--- src/rtl/mem_access_stage.sv ---
// mem_access_stage
//   MEM-stage data-memory access controller. Converts a load/store in the
//   MEM stage into a req/ack transaction on a variable-latency data memory,
//   stalls the front of the pipeline while the access is outstanding and
//   presents registered load data to WReg. Misaligned and timed-out accesses
//   raise a sticky error flag and load ERR_DATA.
//
// Parameters
//   TIMEOUT   max BUSY cycles waiting for DMAck before abort (>= 1)
//   ERR_DATA  value loaded into DMRD on an aborted or misaligned read
//
// Ports
//   clk, rst          clock (rising edge), asynchronous active-high reset
//   MemReadM          load in MEM stage
//   MemWriteM         store in MEM stage (wins when both are high)
//   ALUOutM, WDM      byte address and store data from EX/MEM
//   DMReq, DMWE       registered memory request and write enable
//   DMAddr, DMWD      registered address / store data, valid while DMReq
//   DMAck, DMRData    memory completion and read data
//   DMRD              registered load data to WReg
//   StallM            freeze PC/IF/ID/EX/MEM registers this cycle
//   DMErr             sticky error flag, cleared only by rst
//
// state | meaning
// IDLE  | no access outstanding; launches a request when an access shows up
// BUSY  | request on the bus, waiting for DMAck or timeout
// DONE  | access finished; pipeline advances, WReg captures DMRD
module mem_access_stage #(
  parameter int          TIMEOUT  = 16,
  parameter logic [31:0] ERR_DATA = 32'h0000_0000
) (
  input  logic        clk,
  input  logic        rst,
  input  logic        MemReadM,
  input  logic        MemWriteM,
  input  logic [31:0] ALUOutM,
  input  logic [31:0] WDM,
  output logic        DMReq,
  output logic        DMWE,
  output logic [31:0] DMAddr,
  output logic [31:0] DMWD,
  input  logic        DMAck,
  input  logic [31:0] DMRData,
  output logic [31:0] DMRD,
  output logic        StallM,
  output logic        DMErr
);

  localparam int CW = $clog2(TIMEOUT + 1);
  localparam logic [CW-1:0] CNT_LAST = CW'(TIMEOUT - 1);

  typedef enum logic [1:0] {
    IDLE = 2'd0,
    BUSY = 2'd1,
    DONE = 2'd2
  } state_t;

  state_t        state, state_d;
  logic [CW-1:0] cnt, cnt_d;
  logic          req_d, we_d, err_d, stall;
  logic [31:0]   addr_d, wd_d, rd_d;
  logic          access, aligned, is_read;

  assign access  = MemReadM | MemWriteM;
  assign aligned = (ALUOutM[1:0] == 2'b00);
  assign is_read = MemReadM & ~MemWriteM;

  always_ff @(posedge clk or posedge rst) begin
    if (rst) begin
      state  <= IDLE;
      cnt    <= '0;
      DMReq  <= 1'b0;
      DMWE   <= 1'b0;
      DMAddr <= '0;
      DMWD   <= '0;
      DMRD   <= '0;
      DMErr  <= 1'b0;
    end else begin
      state  <= state_d;
      cnt    <= cnt_d;
      DMReq  <= req_d;
      DMWE   <= we_d;
      DMAddr <= addr_d;
      DMWD   <= wd_d;
      DMRD   <= rd_d;
      DMErr  <= err_d;
    end
  end

  always_comb begin
    state_d = state;
    cnt_d   = cnt;
    req_d   = DMReq;
    we_d    = DMWE;
    addr_d  = DMAddr;
    wd_d    = DMWD;
    rd_d    = DMRD;
    err_d   = DMErr;
    stall   = 1'b0;

    case (state)
      IDLE: begin
        if (access) begin
          stall = 1'b1;
          if (aligned) begin
            state_d = BUSY;
            req_d   = 1'b1;
            we_d    = MemWriteM;
            addr_d  = ALUOutM;
            wd_d    = WDM;
            cnt_d   = '0;
          end else begin
            // Misaligned: skip the bus entirely and finish through DONE.
            state_d = DONE;
            err_d   = 1'b1;
            if (is_read) rd_d = ERR_DATA;
          end
        end
      end
      BUSY: begin
        stall = 1'b1;
        if (DMAck) begin
          state_d = DONE;
          req_d   = 1'b0;
          if (!DMWE) rd_d = DMRData;
        end else if (cnt == CNT_LAST) begin
          state_d = DONE;
          req_d   = 1'b0;
          err_d   = 1'b1;
          if (!DMWE) rd_d = ERR_DATA;
        end else begin
          cnt_d = cnt + 1'b1;
        end
      end
      DONE: begin
        // The same instruction is still on the M inputs here; never relaunch.
        state_d = IDLE;
      end
      default: begin
        state_d = IDLE;
        req_d   = 1'b0;
      end
    endcase
  end

  // Reset forces the stall low at once even if an access is still presented.
  assign StallM = stall & ~rst;

endmodule

--- config.mk ---
export PLATFORM = sky130hd
export DESIGN_NAME = mem_access_stage
export DESIGN_NICKNAME = d
export VERILOG_FILES = /design/src/rtl/mem_access_stage.sv
export SDC_FILE = /design/constraint.sdc
export NUM_CORES = 1
export LEC_CHECK = 0
export ABC_CLOCK_PERIOD_IN_PS = 3480
export BUFFER_PORTS_ARGS = -buffer_cell sky130_fd_sc_hd__buf_2
export CORE_MARGIN = 10
export CORE_UTILIZATION = 35
export CTS_BUF_LIST = sky130_fd_sc_hd__clkbuf_2 sky130_fd_sc_hd__clkbuf_4 sky130_fd_sc_hd__clkbuf_8
export CTS_CLUSTER_SIZE = 20
export DETAILED_ROUTE_END_ITERATION = 10
export MAX_ROUTING_LAYER = met4
export PLACE_DENSITY_LB_ADDON = 0.2
export SLEW_MARGIN = 25
export SYNTH_ARGS = -nofsm -noshare
export SYNTH_HDL_FRONTEND = slang
export SYNTH_SLANG_ARGS = --single-unit
--- constraint.sdc ---
create_clock -name clk -period 3.48 [get_ports clk]
set_clock_uncertainty 0.2 [all_clocks]
set_input_delay 0.348 -clock clk [delete_from_list [all_inputs] [get_ports clk]]
set_output_delay 0.348 -clock clk [all_outputs]
set_load 0.02 [all_outputs]
**Word level (Yosys, flattened, before mapping)**

Cells that the tools add are included.

- Add/sub/neg operators: 1
- Eq/ne operators: 13
- Mux-type cells: 30
- Bitwise gates (word level): 6
- Reduce and logical (&&, ||, !) cells: 9

Operators with widths:

| kind | count |
|---|---|
| $mux W32 | 7 |
| $pmux W32 S2 | 1 |
| $mux W5 | 4 |
| $ne A2 B2 Y1 const B | 7 |
| $pmux W5 S2 | 1 |
| $reduce_and A5 Y1 | 2 |
| $mux W1 | 9 |
| $ne A3 B3 Y1 const B | 3 |
| $mux W2 | 4 |
| $reduce_and A7 Y1 | 1 |
| $add A5 B1 Y5 const B | 1 |
| $eq A5 B4 Y1 const B | 1 |
| $logic_not A2 Y1 | 2 |
| $pmux W1 S2 | 2 |
| $pmux W2 S2 | 1 |
| $reduce_and A4 Y1 | 1 |
| $not A1 Y1 | 3 |
| $pmux W1 S3 | 1 |
| $reduce_and A3 Y1 | 1 |
| $and A1 B1 Y1 | 2 |
| $eq A2 B1 Y1 const B | 1 |
| $eq A2 B2 Y1 const B | 1 |
| $reduce_and A2 Y1 | 1 |
| $reduce_bool A2 Y1 | 1 |
| $or A1 B1 Y1 | 1 |

- Register bits after elaboration: 106
- Output and inout bits: 100

**Longest topological paths before layout**

- Word-level depth: 6
- Depth in mapped cells: 7

**Least setup slack after synthesis**

OpenSTA, ideal clock, no wires.

- Path type: reg-to-reg
- Start point: register cnt[0]
- End point: register cnt[3]
- Setup time: 0.077 ns
- Data arrival time: 1.974 ns
- Required time: 3.203 ns
- Path slack: 1.229 ns
- Cell stages (with the launch flop): 7
- Path buffers: 0
- Clock period less this slack: 2.251 ns
- Path through: dfrtp_1 -> ha_1 -> and3_1 -> ha_1 -> or4b_1 -> or3_1 -> a21oi_1

- Cells in the longest elaborated chain, start to end: 4
- Elaborated cells on any way between the ends: 7

Ends and longest elaborated chain:

| what | line | text |
|---|---|---|
| start: declaration | 59 | `logic [CW-1:0] cnt, cnt_d;` |
| start signal: assignment | 80 | `cnt <= cnt_d;` |
| $add A5 B1 Y5 | 132 | `cnt_d = cnt + 1'b1;` |
| $mux W5 | 126 | `end else if (cnt == CNT_LAST) begin` |
| $mux W5 | 122 | `if (DMAck) begin` |
| $pmux W5 S2 | 101 | `case (state)` |

Several ways; a longest one is shown, not always the timed one. The select of a mux whose other input is x is not followed.
A chain may end at the register's enable or synchronous reset.

**Final worst setup path**

Ends and elaborated chain as after synthesis.

==> reports/summary.json <==
{
  "hold_ws": {"value": 0.0269, "unit": "ns"},
  "setup_violations": {"value": 0},
  "multiInputGateArea": {"value": 1450, "unit": "um^2"},
  "cts_tree": {"value": "yes"},
  "detailedPlace.worstSlack": {"value": 1.10, "unit": "ns"},
  "synth.cell_area": {"value": 4380, "unit": "um^2"},
  "grt_usage": {"value": 0.150},
  "timing.final.ws_setup": {"value": 1.09, "unit": "ns"},
  "rsz0062_at_grt": {"value": "false"},
  "synth_nets": {"value": 429},
  "timing_hold_violations_final": {"value": 0},
  "layout.filler_cells": {"value": 1032},
  "final_instance_count_without_filler_cells": {"value": 790},
  "synth-main-ff-cell": {"value": "dfrtp_1"},
  "syn_to_final_growth": {"value": 51.1, "unit": "%"},
  "fp.dieH": {"value": 132, "unit": "um"},
  "arrival": {"value": 2.49, "unit": "ns"},
  "worst_slew_margin_rel": {"value": 0.623},
  "dpl_cell_area": {"value": 5500, "unit": "um^2"},
  "use_met3": {"value": 0.0423},
  "worstSetupStartpointType": {"value": "register"},
  "cts_setup_buffers": {"value": 0},
  "ys_async_sr_fraction": {"value": 1.00},
  "synthesis.instances": {"value": 326},
  "initial_core_util": {"value": 0.361},
  "cts_root_buffer": {"value": "clkbuf_8"},
  "groute.layer.met1.usage": {"value": 0.178},
  "drt-vias-per-instance": {"value": 4.37},
  "stdcell_area": {"value": 6620, "unit": "um^2"},
  "design.die.area": {"value": 17400, "unit": "um^2"},
  "pin_count": {"value": 201},
  "floorplan.rows": {"value": 40},
  "die_width": {"value": 132, "unit": "um"},
  "synthDistinctLibCells": {"value": 34},
  "critical_path_class": {"value": "register to register"},
  "status": {"value": "finished, final reports clean"},
  "synth_edf_count": {"value": 0},
  "worstSetupEndpointType": {"value": "register"},
  "power_density": {"value": 589, "unit": "nW/um^2"},
  "cts_buffers": {"value": 9},
  "synth_seq_area_share": {"value": 0.606},
  "worstMarginPinSlew": {"value": 0.565, "unit": "ns"},
  "static-leakage-power": {"value": 3.16, "unit": "nW"},
  "gp_congestion": {"value": 0.781},
  "grt_util_met2": {"value": 0.237},
  "avgRoutedWirePerCell": {"value": 16.0, "unit": "um"},
  "vias_in_the_first_global_route": {"value": 3964},
  "ys_ff_latch": {"value": 106},
  "global_route_wire_length_before_repair": {"value": 20700, "unit": "um"},
  "drt_pre_antenna_iters": {"value": 4},
  "cts_sinks": {"value": 106},
  "postRouteAntennaNets": {"value": 0},
  "maxSlewViolCount": {"value": 0},
  "initialDrtViolationCount": {"value": 196},
  "cts_repair_resize_count": {"value": 0},
  "placed_cells_incl_taps": {"value": 683},
  "finalWorstPathRequiredPeriod": {"value": 2.39, "unit": "ns"},
  "drc_errors": {"value": 0},
  "clock_latency": {"value": 0.37, "unit": "ns"},
  "synth-warning-count": {"value": 0},
  "final.period_utilization": {"value": 0.688},
  "vdd_drop_max": {"value": 407, "unit": "uV"},
  "grt_max_degree": {"value": 102},
  "timing.critical_path.fanout_max": {"value": 5},
  "sequential_cell_area": {"value": 2650, "unit": "um^2"},
  "maximum_frequency_from_static_timing_analysis": {"value": 418, "unit": "MHz"},
  "grt-busiest-layer": {"value": "met2"},
  "syn_avg_cell_area": {"value": 13.4, "unit": "um^2"},
  "dr_total_vias": {"value": 3449},
  "detailed_place_hpwl": {"value": 8440, "unit": "um"},
  "io_buffer_count": {"value": 200},
  "clk_pin_slew_worst_paths": {"value": 0.10, "unit": "ns"},
  "post_layout_total_power": {"value": 3.90, "unit": "mW"},
  "antenna_cells": {"value": 0},
  "fp.coreArea": {"value": 12100, "unit": "um^2"},
  "holdCritPathClass": {"value": "primary input to register"},
  "layout.core_utilization": {"value": 0.546},
  "route.final.wire_length": {"value": 12600, "unit": "um"},
  "tns": {"value": 0, "unit": "ns"},
  "crit_required": {"value": 3.57, "unit": "ns"},
  "ctsHtreeMaxLevel": {"value": 3},
  "cts-root-to-sink-buffers": {"value": 2},
  "fin_nets": {"value": 720},
  "grt_overflow": {"value": 0},
  "number_of_antenna_violations_at_the_first_check_in_global_routing": {"value": 0},
  "final_layout_size_suffix_gt1_frac": {"value": 0.466},
  "maxCapViolations": {"value": 0}
}
==> registers in the layout, summed over array words and instances (netlist names) <==
| register | cells |
|---|---|
| DMWD | 32 |
| DMWE | 1 |
| cnt | 5 |
| DMReq | 1 |
| DMErr | 1 |
| DMAddr | 32 |
| state | 2 |
| DMRD | 32 |
==> layout by cell type (no fill, tap or decap), types with 2 or more instances in the layout <==
cell	count
clkinv_4	3
dfrtp_1	106
or4b_1	2
dlygate4sd3_1	91
nand2_1	33
nor2_1	2
clkbuf_8	10
nor3_1	4
or3_1	2
buf_2	200
nor2b_1	2
inv_1	35
ha_1	2
mux2_2	62
a21oi_1	4
or3b_2	2
nor4_1	2
mux2i_1	33
buf_4	4
clkinv_2	2
o21ai_0	3
==> Yosys cell counts, types with 2 or more instances <==
cell type / number / area (um^2)
mux2i_1: 33 / 330
buf_2: 3 / 15.0
or3b_2: 2 / 17.5
ha_1: 2 / 25.0
o21ai_0: 3 / 15.0
buf_8: 3 / 45.0
dfrtp_1: 106 / 2650
nor4_1: 2 / 12.5
nand2_1: 33 / 124
clkbuf_1: 4 / 15.0
or4b_1: 2 / 20.0
inv_1: 36 / 135
nor2_1: 2 / 7.51
buf_6: 6 / 67.6
nor2b_1: 2 / 12.5
nor3_1: 4 / 20.0
mux2_2: 62 / 698
or3_1: 2 / 12.5
a21oi_1: 4 / 20.0
==> area by class of cell <==
type                    instances  share of cell area
repair buffers                296               0.297
flip-flops and latches        106               0.401
clock buffers                  10              0.0208
well taps                     168              0.0318
inverters                      36              0.0208
multi-input cells             168               0.219
clock inverters                 6              0.0100
==> worst max-delay path, stage by stage, from the launching register on <==
cell,delay [ns]
dfrtp_1,0.41
ha_1,0.23
and3_1,0.19
ha_1,0.22
or4b_1,0.55
or3_1,0.38
a21oi_1,0.15
==> power breakdown <==
part           switching [mW]  total (mW)  leakage [nW]  internal, mW
Clock                   0.430       0.784         0.106         0.354
Sequential              0.182        1.74          1.33          1.55
Combinational           0.782        1.38          1.72         0.596
==> path summary, 6_finish.rpt <==
path / startpoint / endpoint / slack, ns / cells after the start
setup / recovery: cnt[0] / cnt[3] / 1.09 / 6
hold reg to reg: DMErr / DMErr / 0.30 / 1
setup reg to reg: cnt[0] / cnt[3] / 1.09 / 6
max in group asynchronous: rst / DMAddr[2] / 2.12 / 4
hold / removal: DMRData[12] / DMRD[12] / 0.03 / 3
min in group asynchronous: rst / DMErr / 0.22 / 3
==> cells by family (layout without fill, tap and decap cells) <==
family                     after synthesis  in the layout  synth area share
muxes                                   95             95             0.235
adders and majority gates                2              2           0.00572
and+or+nand+nor                         56             56            0.0640
buffers and inverters                   52            348            0.0634
AOI/OAI and AO/OA                       15             15            0.0260
DFF                                    106            106             0.606
==> per-layer routing <==
metal	wire [um]	share of wire
met1	5560	0.44
met2	6080	0.48
met5	0	0
met4	232	0.018
met3	751	0.059
==> timing repair <==
action | CTS | global route
endpoints found under the hold margin | 100 | 0
endpoints found under the setup margin | 0 | 0
hold buffers | 91 | 0
Power figures use the tool's default switching activity.
